### src/rtl/keypad_scan.sv
// 4x4 matrix keypad scanner: column drive, debounce, held/release tracking and a
// four-code history for a display. Define KEYPAD_REPEAT_EN to add auto-repeat.
module keypad_scan #(
    parameter int Fclk   = 50000,
    parameter int DEB_MS = 10
) (
    input  logic        clk,
    input  logic        rst_n,
    input  logic [3:0]  ROW,
    output logic [3:0]  COL,
    output logic [3:0]  key,
    output logic        key_vld,
    output logic        key_held,
    output logic [15:0] dat,
    output logic        ce1ms
);

    localparam int TW = $clog2(Fclk + 1);
    localparam int DW = $clog2(DEB_MS + 1);
    localparam logic [TW-1:0] TICK_MAX = TW'(Fclk);
    localparam logic [DW-1:0] DEB_LAST = DW'(DEB_MS - 1);

    typedef enum logic [1:0] {SCAN, DEBOUNCE, HELD, RELEASE} state_e;

    state_e        state_q, state_d;
    logic [TW-1:0] tcnt_q, tcnt_d;
    logic          ce1ms_q, ce1ms_d;
    logic [3:0]    sync1_q, sync1_d;
    logic [3:0]    rs_q, rs_d;
    logic [1:0]    c_q, c_d;
    logic [1:0]    r_q, r_d;
    logic [DW-1:0] deb_q, deb_d;
    logic [3:0]    key_q, key_d;
    logic          key_vld_q, key_vld_d;
    logic [15:0]   dat_q, dat_d;

    logic       tick;
    logic       one_low;
    logic [1:0] row_idx;
    logic [3:0] row_pat;
    logic [3:0] code;
    logic       accept;
    logic       emit;

    // NOTE: every always_comb output gets a default first, so no path can infer a latch.
    always_comb begin
        tick    = (tcnt_q == TICK_MAX);
        tcnt_d  = tick ? TW'(1) : tcnt_q + TW'(1);
        ce1ms_d = tick;
        sync1_d = ROW;
        rs_d    = sync1_q;
    end

    // Exactly one low row is a valid single press; anything else keeps scanning.
    always_comb begin
        one_low = 1'b0;
        row_idx = 2'd0;
        case (rs_q)
            4'b1110: begin one_low = 1'b1; row_idx = 2'd0; end
            4'b1101: begin one_low = 1'b1; row_idx = 2'd1; end
            4'b1011: begin one_low = 1'b1; row_idx = 2'd2; end
            4'b0111: begin one_low = 1'b1; row_idx = 2'd3; end
            default: ;
        endcase
    end

    assign row_pat = ~(4'b0001 << r_q);
    assign code    = {r_q, c_q};

    always_comb begin
        state_d = state_q;
        c_d     = c_q;
        r_d     = r_q;
        deb_d   = deb_q;
        accept  = 1'b0;
        if (tick) begin
            case (state_q)
                SCAN: begin
                    if (one_low) begin
                        r_d     = row_idx;
                        deb_d   = '0;
                        state_d = DEBOUNCE;
                    end else begin
                        c_d = c_q + 2'd1;
                    end
                end
                DEBOUNCE: begin
                    if (rs_q == row_pat) begin
                        if (deb_q == DEB_LAST) begin
                            state_d = HELD;
                            accept  = 1'b1;
                        end else begin
                            deb_d = deb_q + DW'(1);
                        end
                    end else begin
                        state_d = SCAN;
                        c_d     = c_q + 2'd1;
                    end
                end
                HELD: begin
                    if (rs_q == 4'hF) begin
                        deb_d   = '0;
                        state_d = RELEASE;
                    end
                end
                RELEASE: begin
                    if (rs_q == 4'hF) begin
                        if (deb_q == DEB_LAST) begin
                            state_d = SCAN;
                            c_d     = c_q + 2'd1;
                        end else begin
                            deb_d = deb_q + DW'(1);
                        end
                    end else begin
                        state_d = HELD;
                    end
                end
                default: state_d = SCAN;
            endcase
        end
    end

`ifdef KEYPAD_REPEAT_EN
    // Down-counter in ticks: 500 to the first repeat, 100 between later ones.
    localparam logic [8:0] RPT_FIRST = 9'd500;
    localparam logic [8:0] RPT_NEXT  = 9'd100;

    logic [8:0] rpt_q, rpt_d;
    logic       rpt_fire;

    always_comb begin
        rpt_d    = rpt_q;
        rpt_fire = 1'b0;
        if (accept) begin
            rpt_d = RPT_FIRST;
        end else if (tick && state_q == HELD && rs_q != 4'hF) begin
            if (rpt_q == 9'd1) begin
                rpt_fire = 1'b1;
                rpt_d    = RPT_NEXT;
            end else begin
                rpt_d = rpt_q - 9'd1;
            end
        end
    end

    always_ff @(posedge clk or negedge rst_n) begin
        if (!rst_n) rpt_q <= '0;
        else        rpt_q <= rpt_d;
    end

    assign emit = accept | rpt_fire;
`else
    assign emit = accept;
`endif

    always_comb begin
        key_vld_d = emit;
        key_d     = emit ? code : key_q;
        dat_d     = emit ? {dat_q[11:0], code} : dat_q;
    end

    // NOTE: state registers use non-blocking assignments only; combinational logic lives above.
    always_ff @(posedge clk or negedge rst_n) begin
        if (!rst_n) begin
            state_q   <= SCAN;
            tcnt_q    <= '0;
            ce1ms_q   <= 1'b0;
            sync1_q   <= 4'hF;
            rs_q      <= 4'hF;
            c_q       <= 2'd0;
            r_q       <= 2'd0;
            deb_q     <= '0;
            key_q     <= 4'd0;
            key_vld_q <= 1'b0;
            dat_q     <= 16'h0000;
        end else begin
            state_q   <= state_d;
            tcnt_q    <= tcnt_d;
            ce1ms_q   <= ce1ms_d;
            sync1_q   <= sync1_d;
            rs_q      <= rs_d;
            c_q       <= c_d;
            r_q       <= r_d;
            deb_q     <= deb_d;
            key_q     <= key_d;
            key_vld_q <= key_vld_d;
            dat_q     <= dat_d;
        end
    end

    assign COL      = ~(4'b0001 << c_q);
    assign key      = key_q;
    assign key_vld  = key_vld_q;
    assign key_held = (state_q == HELD) || (state_q == RELEASE);
    assign dat      = dat_q;
    assign ce1ms    = ce1ms_q;

endmodule
### config.mk
export PLATFORM = sky130hd
export DESIGN_NAME = keypad_scan
export DESIGN_NICKNAME = d
export VERILOG_FILES = /design/src/rtl/keypad_scan.sv
export SDC_FILE = /design/constraint.sdc
export NUM_CORES = 1
export LEC_CHECK = 0
export ABC_AREA = 1
export CAP_MARGIN = 20
export CORE_ASPECT_RATIO = 1.5
export CORE_UTILIZATION = 35
export CTS_CLUSTER_DIAMETER = 120
export DETAILED_ROUTE_END_ITERATION = 16
export HOLD_SLACK_MARGIN = 0.08
export PLACE_DENSITY = 0.6
export SLEW_MARGIN = 10
export SYNTH_ARGS = -nofsm -noshare
export SYNTH_HDL_FRONTEND = slang
export SYNTH_SLANG_ARGS = --single-unit
### constraint.sdc
create_clock -name clk -period 2.2 [get_ports clk]
set_input_delay 0.22 -clock clk [delete_from_list [all_inputs] [get_ports clk]]
set_output_delay 0.22 -clock clk [all_outputs]
set_load 0.01 [all_outputs]
==> results.txt <==
----------------------------------------------------
[Synthesis]
  Register bit total from synthesis ... 52
  Post-Syn Nets ... 334
  Most instantiated flip-flop cell in the synthesis netlist ... sky130_fd_sc_hd__dfrtp_1
  Syn. warnings ... 0
  Number of enable flip-flop cells after synthesis ... 0
  Proportion of synthesized flip-flops having asynchronous set or reset ... 1.00
  Synthesized instance count ... 320
  Count of different cell masters after synthesis ... 34
  Fraction of post-synthesis cell area in the top cell type by area ... 0.412
  Post-Syn Area per Cell ... 8.35 sq um
  Most area-hungry cell type in the Yosys netlist ... sky130_fd_sc_hd__dfrtp_1
  Synth Cell Area ... 2670 sq um
  Main area contributors after synthesis ... sky130_fd_sc_hd__dfrtp_1 (41%), sky130_fd_sc_hd__nand2_1 (15%), sky130_fd_sc_hd__dfstp_2 (7.9%), sky130_fd_sc_hd__inv_1 (5.3%), sky130_fd_sc_hd__ha_1 (3.7%)
  Portion of the post-synthesis area used by sequential elements ... 0.491

[Floorplan]
  # rows ... 38
  Initial Utilization ... 0.365
  DIE AREA ... 8000 sq um
  Number of top-level pins ... 33
  Area inside the core boundary ... 7320 sq um
  Horiz. Die Dim ... 73.4 microns
  Height of the die ... 109 microns

[Pwr]
  Power density normalized to cell area ... 556 nW/um^2
  Switching part of the total ... 0.192
  Static leakage ... 0.00164 uW
  Largest voltage drop on the vdd net ... 0.000334 V
  Fraction of power consumed by sequential logic ... 0.548
  Proportion of power drawn by combinational gates ... 0.032
  Clock network fraction of total power ... 0.420
  Internal power ... 1440 uW
  Power dissipated by switching net loads ... 341 uW

[Timing]
  Worst setup skew after layout ... 0.00781 ns
  Count of final hold-check violations ... 0
  TNS Setup ... 0 ns
  Final critical delay including setup and external delays ... 1.84 ns
  Ratio of final minimum period to clock period ... 0.835
  Transition time of the tightest slew-check pin ... 0.553 ns
  Headroom to the max-slew limit ... 0.631
  Max-slew violations ... 0
  Unrepaired setup endpoints after global routing ... false
  Top achievable clock speed ... 0.545 GHz
  Setup-violating endpoint count in the final report ... 0

[Outcome]
  Run status ... finished clean

[Placed design]
  Number of cells in the design after placement ... 445
  DP HPWL ... 3450 microns
  Routability congestion estimate ... 0.898
  I/O Buffers ... 32

[Worst setup path]
  Arrival time of the worst setup path ... 2.08 ns
  Required time worst endpoint ... 2.44 ns
  Top fanout value on the critical path ... 21
  Worst Setup Path Type ... reg2reg
  Worst reg-to-reg path cell count ... 11
  Worst Setup End Kind ... flip-flop
  Critical path startpoint category ... flip-flop

[Worst hold path]
  Number of instances on the worst hold path ... 1
  Worst min-delay path category ... in2reg

[CTS]
  Clock-pin slew on the worst setup and hold paths ... 0.09 ns
  Number of buffers created by CTS ... 5
  CTS Buffer Depth ... 2
  Post_cts resized ... 0
  Clock tree from TritonCTS ... yes
  Setup repair bufs after CTS ... 0
  Cell chosen for the clock root ... sky130_fd_sc_hd__clkbuf_8
  Count of hold buffers inserted by post-cts repair ... 1
  H-tree level count ... 2
  Insertion delay to the later sink of the worst-skew pair ... 0.30 ns
  Sink count of the clock tree ... 52

[Route]
  Via count ... 2004
  First DRT Iteration DRCs ... 107
  Number of DRC violations after detailed routing ... 0
  Final antenna-violating net count ... 0
  Vias per inst ... 4.42
  Number of detailed-route iterations in the first pass ... 7
  Average detailed-routed wire length per instance ... 9.95 microns
  Total wire length after detailed routing ... 4510 microns

[Layout]
  Number of inserted filler cells in the final layout ... 746
  Antenna diodes ... 0
  # nets final ... 367
  Count of placed standard cells in the final layout, fillers left out ... 453
  Footprint of the flip-flops and latches ... 1310 sq um
  Area of the multi-input gates ... 1080 sq um
  Signed area change from the synthesized netlist to the final layout ... 19.4%
  Share of layout cells above drive strength 1 ... 0.159

[Global route]
  GRT Total Usage ... 0.129
  Wire length of the first global-routing pass ... 7990 microns
  Pin count of the biggest net entering global routing ... 30
  Antenna violations before repair ... 0
  Global route overflow ... 0
  Via count of the first global-routing pass ... 1908

[Flow run]
  Maxcap violations ... 0

----------------------------------------------------
cells in the mapped netlist (2+ instances only):
master / n
sky130_fd_sc_hd__nor2_2: 5
sky130_fd_sc_hd__nand2_1: 105
sky130_fd_sc_hd__buf_6: 3
sky130_fd_sc_hd__or2_2: 2
sky130_fd_sc_hd__nand3_2: 2
sky130_fd_sc_hd__xor2_1: 3
sky130_fd_sc_hd__dfrtp_1: 44
sky130_fd_sc_hd__nand2_2: 5
sky130_fd_sc_hd__nor3_1: 2
sky130_fd_sc_hd__o21ai_1: 8
sky130_fd_sc_hd__a21oi_1: 6
sky130_fd_sc_hd__buf_4: 4
sky130_fd_sc_hd__ha_1: 8
sky130_fd_sc_hd__o21ai_0: 3
sky130_fd_sc_hd__nor2_4: 3
sky130_fd_sc_hd__inv_1: 38
sky130_fd_sc_hd__inv_4: 2
sky130_fd_sc_hd__o21ai_2: 6
sky130_fd_sc_hd__nor2_1: 25
sky130_fd_sc_hd__nand3_1: 14
sky130_fd_sc_hd__nand4_1: 3
sky130_fd_sc_hd__nor3b_1: 2
sky130_fd_sc_hd__inv_2: 9
sky130_fd_sc_hd__dfstp_2: 8
area by class of cell:
| type | count | area share |
|---|---|---|
| Tap cell | 100 | 0.0392 |
| Inverter | 49 | 0.0592 |
| Sequential cell | 52 | 0.411 |
| Timing Repair Buffer | 35 | 0.111 |
| Clock buffer | 5 | 0.0216 |
| Clock inverter | 2 | 0.0188 |
| Multi-Input combinational cell | 210 | 0.340 |
critical path: stages, from the launching register on:
cell and delay, ns:
sky130_fd_sc_hd__dfrtp_1 0.43, sky130_fd_sc_hd__inv_1 0.08, sky130_fd_sc_hd__ha_1 0.13, sky130_fd_sc_hd__nor3b_2 0.15, sky130_fd_sc_hd__nand2_1 0.10, sky130_fd_sc_hd__nor2_4 0.24, sky130_fd_sc_hd__inv_4 0.10, sky130_fd_sc_hd__nor2_8 0.10
sky130_fd_sc_hd__nand2_4 0.16, sky130_fd_sc_hd__inv_4 0.17, sky130_fd_sc_hd__nand2_1 0.06, sky130_fd_sc_hd__nand2_1 0.06
path summary, 6_finish.rpt:
check / from / end / slack (ns)
max in group asynchronous: rst_n / deb_q[0] / 1.22
max reg2reg: tcnt_q[0] / dat[5] / 0.36
max: tcnt_q[0] / dat[5] / 0.36
min: ROW[0] / rs_d[0] / 0.32
min in group asynchronous: rst_n / tcnt_q[5] / 0.43
min reg2reg: rs_d[3] / rs_q[3] / 0.36
metrics by stage:
| step | hold slack, ns | setup slack [ns] | cell area (sq um) | utilization | total power (uW) |
|---|---|---|---|---|---|
| 2_1_floorplan | -0.0756 | 0.687 | 2670 | - | 1010 |
| 3_3_place_gp | 0.238 | 0.421 | 3050 | 0.417 | 1050 |
| 3_5_place_dp | 0.246 | 0.356 | 3050 | 0.417 | 1050 |
| 4_1_cts | 0.306 | 0.326 | 3190 | 0.436 | 1810 |
| 5_1_grt | 0.317 | 0.133 | 3190 | 0.436 | 1850 |
| 6_report | 0.320 | 0.364 | 3190 | 0.436 | 1780 |
layer usage:
layer / track usage / up-vias / share of wire
met5: 0 / - / 0
met4: 0.0577 / 0 / 0.024
met3: 0.0231 / 7 / 0.032
met2: 0.232 / 44 / 0.51
met1: 0.146 / 915 / 0.44
li1: - / 1038 / -
sequential cells by signal, summed over array words and instances (netlist names):
| name | count |
|---|---|
| ce1ms | 1 |
| tcnt_q | 16 |
| c_q | 2 |
| deb_q | 4 |
| r_q | 2 |
| state_q | 2 |
| key | 3 |
| key_vld | 1 |
| rs_d | 4 |
| dat | 13 |
| rs_q | 4 |
layout by cell type, fill, tap and decap left out, types with 2 or more instances in the layout:
| cell | n |
|---|---|
| sky130_fd_sc_hd__nand3_1 | 14 |
| sky130_fd_sc_hd__nor3_1 | 2 |
| sky130_fd_sc_hd__or2_2 | 2 |
| sky130_fd_sc_hd__nor2_2 | 5 |
| sky130_fd_sc_hd__o21ai_1 | 8 |
| sky130_fd_sc_hd__xor2_1 | 3 |
| sky130_fd_sc_hd__o21ai_0 | 3 |
| sky130_fd_sc_hd__nor2_1 | 25 |
| sky130_fd_sc_hd__dfrtp_1 | 44 |
| sky130_fd_sc_hd__nand4_1 | 3 |
| sky130_fd_sc_hd__nor3b_1 | 2 |
| sky130_fd_sc_hd__inv_4 | 2 |
| sky130_fd_sc_hd__nand3_2 | 2 |
| sky130_fd_sc_hd__inv_1 | 38 |
| sky130_fd_sc_hd__ha_1 | 8 |
| sky130_fd_sc_hd__o21ai_2 | 6 |
| sky130_fd_sc_hd__clkbuf_8 | 5 |
| sky130_fd_sc_hd__bufinv_16 | 2 |
| sky130_fd_sc_hd__inv_2 | 9 |
| sky130_fd_sc_hd__nor2_4 | 3 |
| sky130_fd_sc_hd__nand2_2 | 5 |
| sky130_fd_sc_hd__a21oi_1 | 6 |
| sky130_fd_sc_hd__dfstp_2 | 8 |
| sky130_fd_sc_hd__nand2_1 | 105 |
| sky130_fd_sc_hd__clkdlybuf4s50_1 | 31 |
power by group through the flow:
stage,Combinational [uW],Clock [uW],Sequential [uW]
4_1_cts,58.6,779,973
3_5_place_dp,57.1,0,992
5_1_grt,66.2,814,974
2_1_floorplan,22.0,0,991
6_report,56.4,746,973
3_3_place_gp,56.2,0,991
logic make-up (layout without fill, tap and decap cells):
group,Yosys count,after routing,synth area share
and+or+nand+nor,172,172,0.296
buffers and inverters,58,91,0.103
xor gates and xnor gates,3,3,0.00983
DFF,52,52,0.491
adders and majority gates,8,8,0.0375
AOI/OAI and AO/OA,27,27,0.0623
Note: power is estimated with default switching activity, not from simulation.
==> RTL edit (config.mk and constraints unchanged) <==
Register the outputs `COL` and `key_held`, with the module's reset; this adds one clock of latency there. The other outputs are not delayed to match.
--- a/src/rtl/keypad_scan.sv
+++ b/src/rtl/keypad_scan.sv
@@ -188,10 +188,17 @@
         end
     end
 
-    assign COL      = ~(4'b0001 << c_q);
     assign key      = key_q;
     assign key_vld  = key_vld_q;
-    assign key_held = (state_q == HELD) || (state_q == RELEASE);
+    always_ff @(posedge clk or negedge rst_n) begin
+        if (!rst_n) begin
+            COL      <= '0;
+            key_held <= '0;
+        end else begin
+            COL      <= ~(4'b0001 << c_q);
+            key_held <= (state_q == HELD) || (state_q == RELEASE);
+        end
+    end
     assign dat      = dat_q;
     assign ce1ms    = ce1ms_q;
 
Behaviour: not the same (Yosys sat finds a counterexample within 4 cycles, from zero or initial values and one cycle with rst_n low).
==> RTL edit against the original RTL <==
- routed wire length grew 15%
- sequential cell count up 5
- first-iteration DRC count increased by 23%
- utilization grew 2.1 points
- worst setup slack improved by 58 ps
- area after synthesis grew 4.1%
- total power increased by 39%
- sequential share of layout area is 0.082 points lower
- largest power group is now the clock network
- critical path type unchanged
- highest routed layer unchanged
- final area rose by 9.8%
==> RTL edit: results (changes against the original RTL) <==
* Status: finished, final reports clean
* Synthesis Warnings at 0 (unchanged)
* DR vias/cell at 4.508 (+1.9%)
* Share of cells above drive strength 1 at 10.62% (-5.2 points)
* Clock Latency Late Sink at 320 ps (+20 ps)
* Reg-to-Reg End: dat[12]
* Clock Pin Slew Worst Setup and Hold Paths at 50 ps (-40 ps)
* Fin nets at 396 (+7.9%)
* Vias in the first global route at 2070 (+8.5%)
* Initial DRC Count at 132 (+23%)
* # port buffers at 32 (unchanged)
* Overall Global Routing Usage at 14.23% (+1.3 points)
* Worst-Margin Slew at 599.8 ps (+47.01 ps)
* Clk_skew at 3.206 ps (-4.599 ps)
* Root Driver: clkbuf_16
* Post-synth top cells: nand2_1, dfrtp_1, inv_1
* First-pass GRT wire length at 8.928 mm (+12%)
* Reg2reg path depth at 12 (+1)
* Synth area leaders: dfrtp_1, nand2_1, dfstp_2
* Max reg flops at 16 (unchanged)
* Post-detailed-placement half-perimeter wirelength at 3.946 mm (+14%)
* CTS HTree Levels at 3 (+1)
* Leakage at 1.781 nW (+8.3%)
* Peak supply drop at 0.4348 mV (+30%)
* R2R setup slack at 420 ps (+60 ps)
* Filler cells at 743 (-0.40%)
* Final wirelength at 5.184 mm (+15%)
* Net count after synthesis at 358 (+7.2%)
* Arr. time, crit path at 2040 ps (-40 ps)
* GR Overflow Total at 0 (unchanged)
* Placer Congestion at 0.8732 (-2.8%)
* Largest net degree at the start of global routing at 33 (+10%)
* Post-synthesis sequential area ratio at 51.64% (+2.6 points)
* Max incr delay on CP at 400 ps (-30 ps)
* Synth cell types at 29 (-15%)
* CTS Buf Count at 9 (+4)
## RTL edit: changes by cell type after synthesis, sizes merged, moves of 2 or more
cell / unedited run / this run
dfrtp: 44 / 49
nand4: 3 / 8
nor3: 2 / 7
a21oi: 6 / 10
nand2: 111 / 115
nor2: 34 / 38
o21ai: 17 / 13
nor3b: 3 / 1
o21bai: 0 / 2
## RTL edit: worst min-delay path by stage
stage,start,end,slack [ps]
floorplan,rst_n,COL[0],-80
global placement,rst_n,dat[9],260
detailed placement,rst_n,dat[13],260
CTS,ROW[2],rs_d[2],290
global route,ROW[2],rs_d[2],290
finish,ROW[2],rs_d[2],310
## RTL edit: per-stage QoR
step                setup slack (ps)  instance area (um^2)  std cells  hold slack, ps  power (mW)
floorplan                      631.5                  2781        344          -75.59       1.102
global placement               318.4                  3191        472           255.4       1.138
detailed placement             228.0                  3191        472           261.8       1.139
CTS                            214.4                  3497        488           292.4       2.514
global route                   143.9                  3503        488           292.6       2.561
finish                         422.1                  3503        488           307.7       2.466
## RTL edit: final cells by class
class,instances,share of cell area [%]
inverter,51,5.536
multi-input combinational,228,31.29
clock inverter,3,1.143
sequential,57,41.00
tap,102,3.643
clock buffer,12,7.321
timing repair buffer,35,10.07
## RTL edit: metal layers
| metal | global-route usage, % | wire length [um] | up-vias |
|---|---|---|---|
| li1 | - | - | 1141 |
| met1 | 15.88 | 2188 | 999 |
| met2 | 23.06 | 2642 | 46 |
| met3 | 3.909 | 177 | 14 |
| met4 | 9.057 | 175 | 0 |
| met5 | 0 | 0 | - |
## RTL edit: cell families after synthesis
kind of cell	Yosys count	synth area share, %
xor gates and xnor gates	4	1.259
buffers and inverters	59	9.131
DFF	57	51.64
adders and majority gates	8	3.599
and+or+nand+nor	188	28.34
AOI/OAI and AO/OA	28	6.028
## RTL edit: power breakdown
| group | leakage, nW | total [mW] | switching [mW] | internal [mW] |
|---|---|---|---|---|
| Combinational | 0.894 | 0.0537 | 0.0354 | 0.0183 |
| Clock | 0.148 | 1.34 | 0.420 | 0.923 |
| Sequential | 0.739 | 1.07 | 0.00429 | 1.06 |
## RTL edit: timing repair
action	CTS	global route
endpoints found under the hold margin	17	0
endpoints found under the setup margin	0	12
gates resized for setup	0	2
hold buffers	1	0
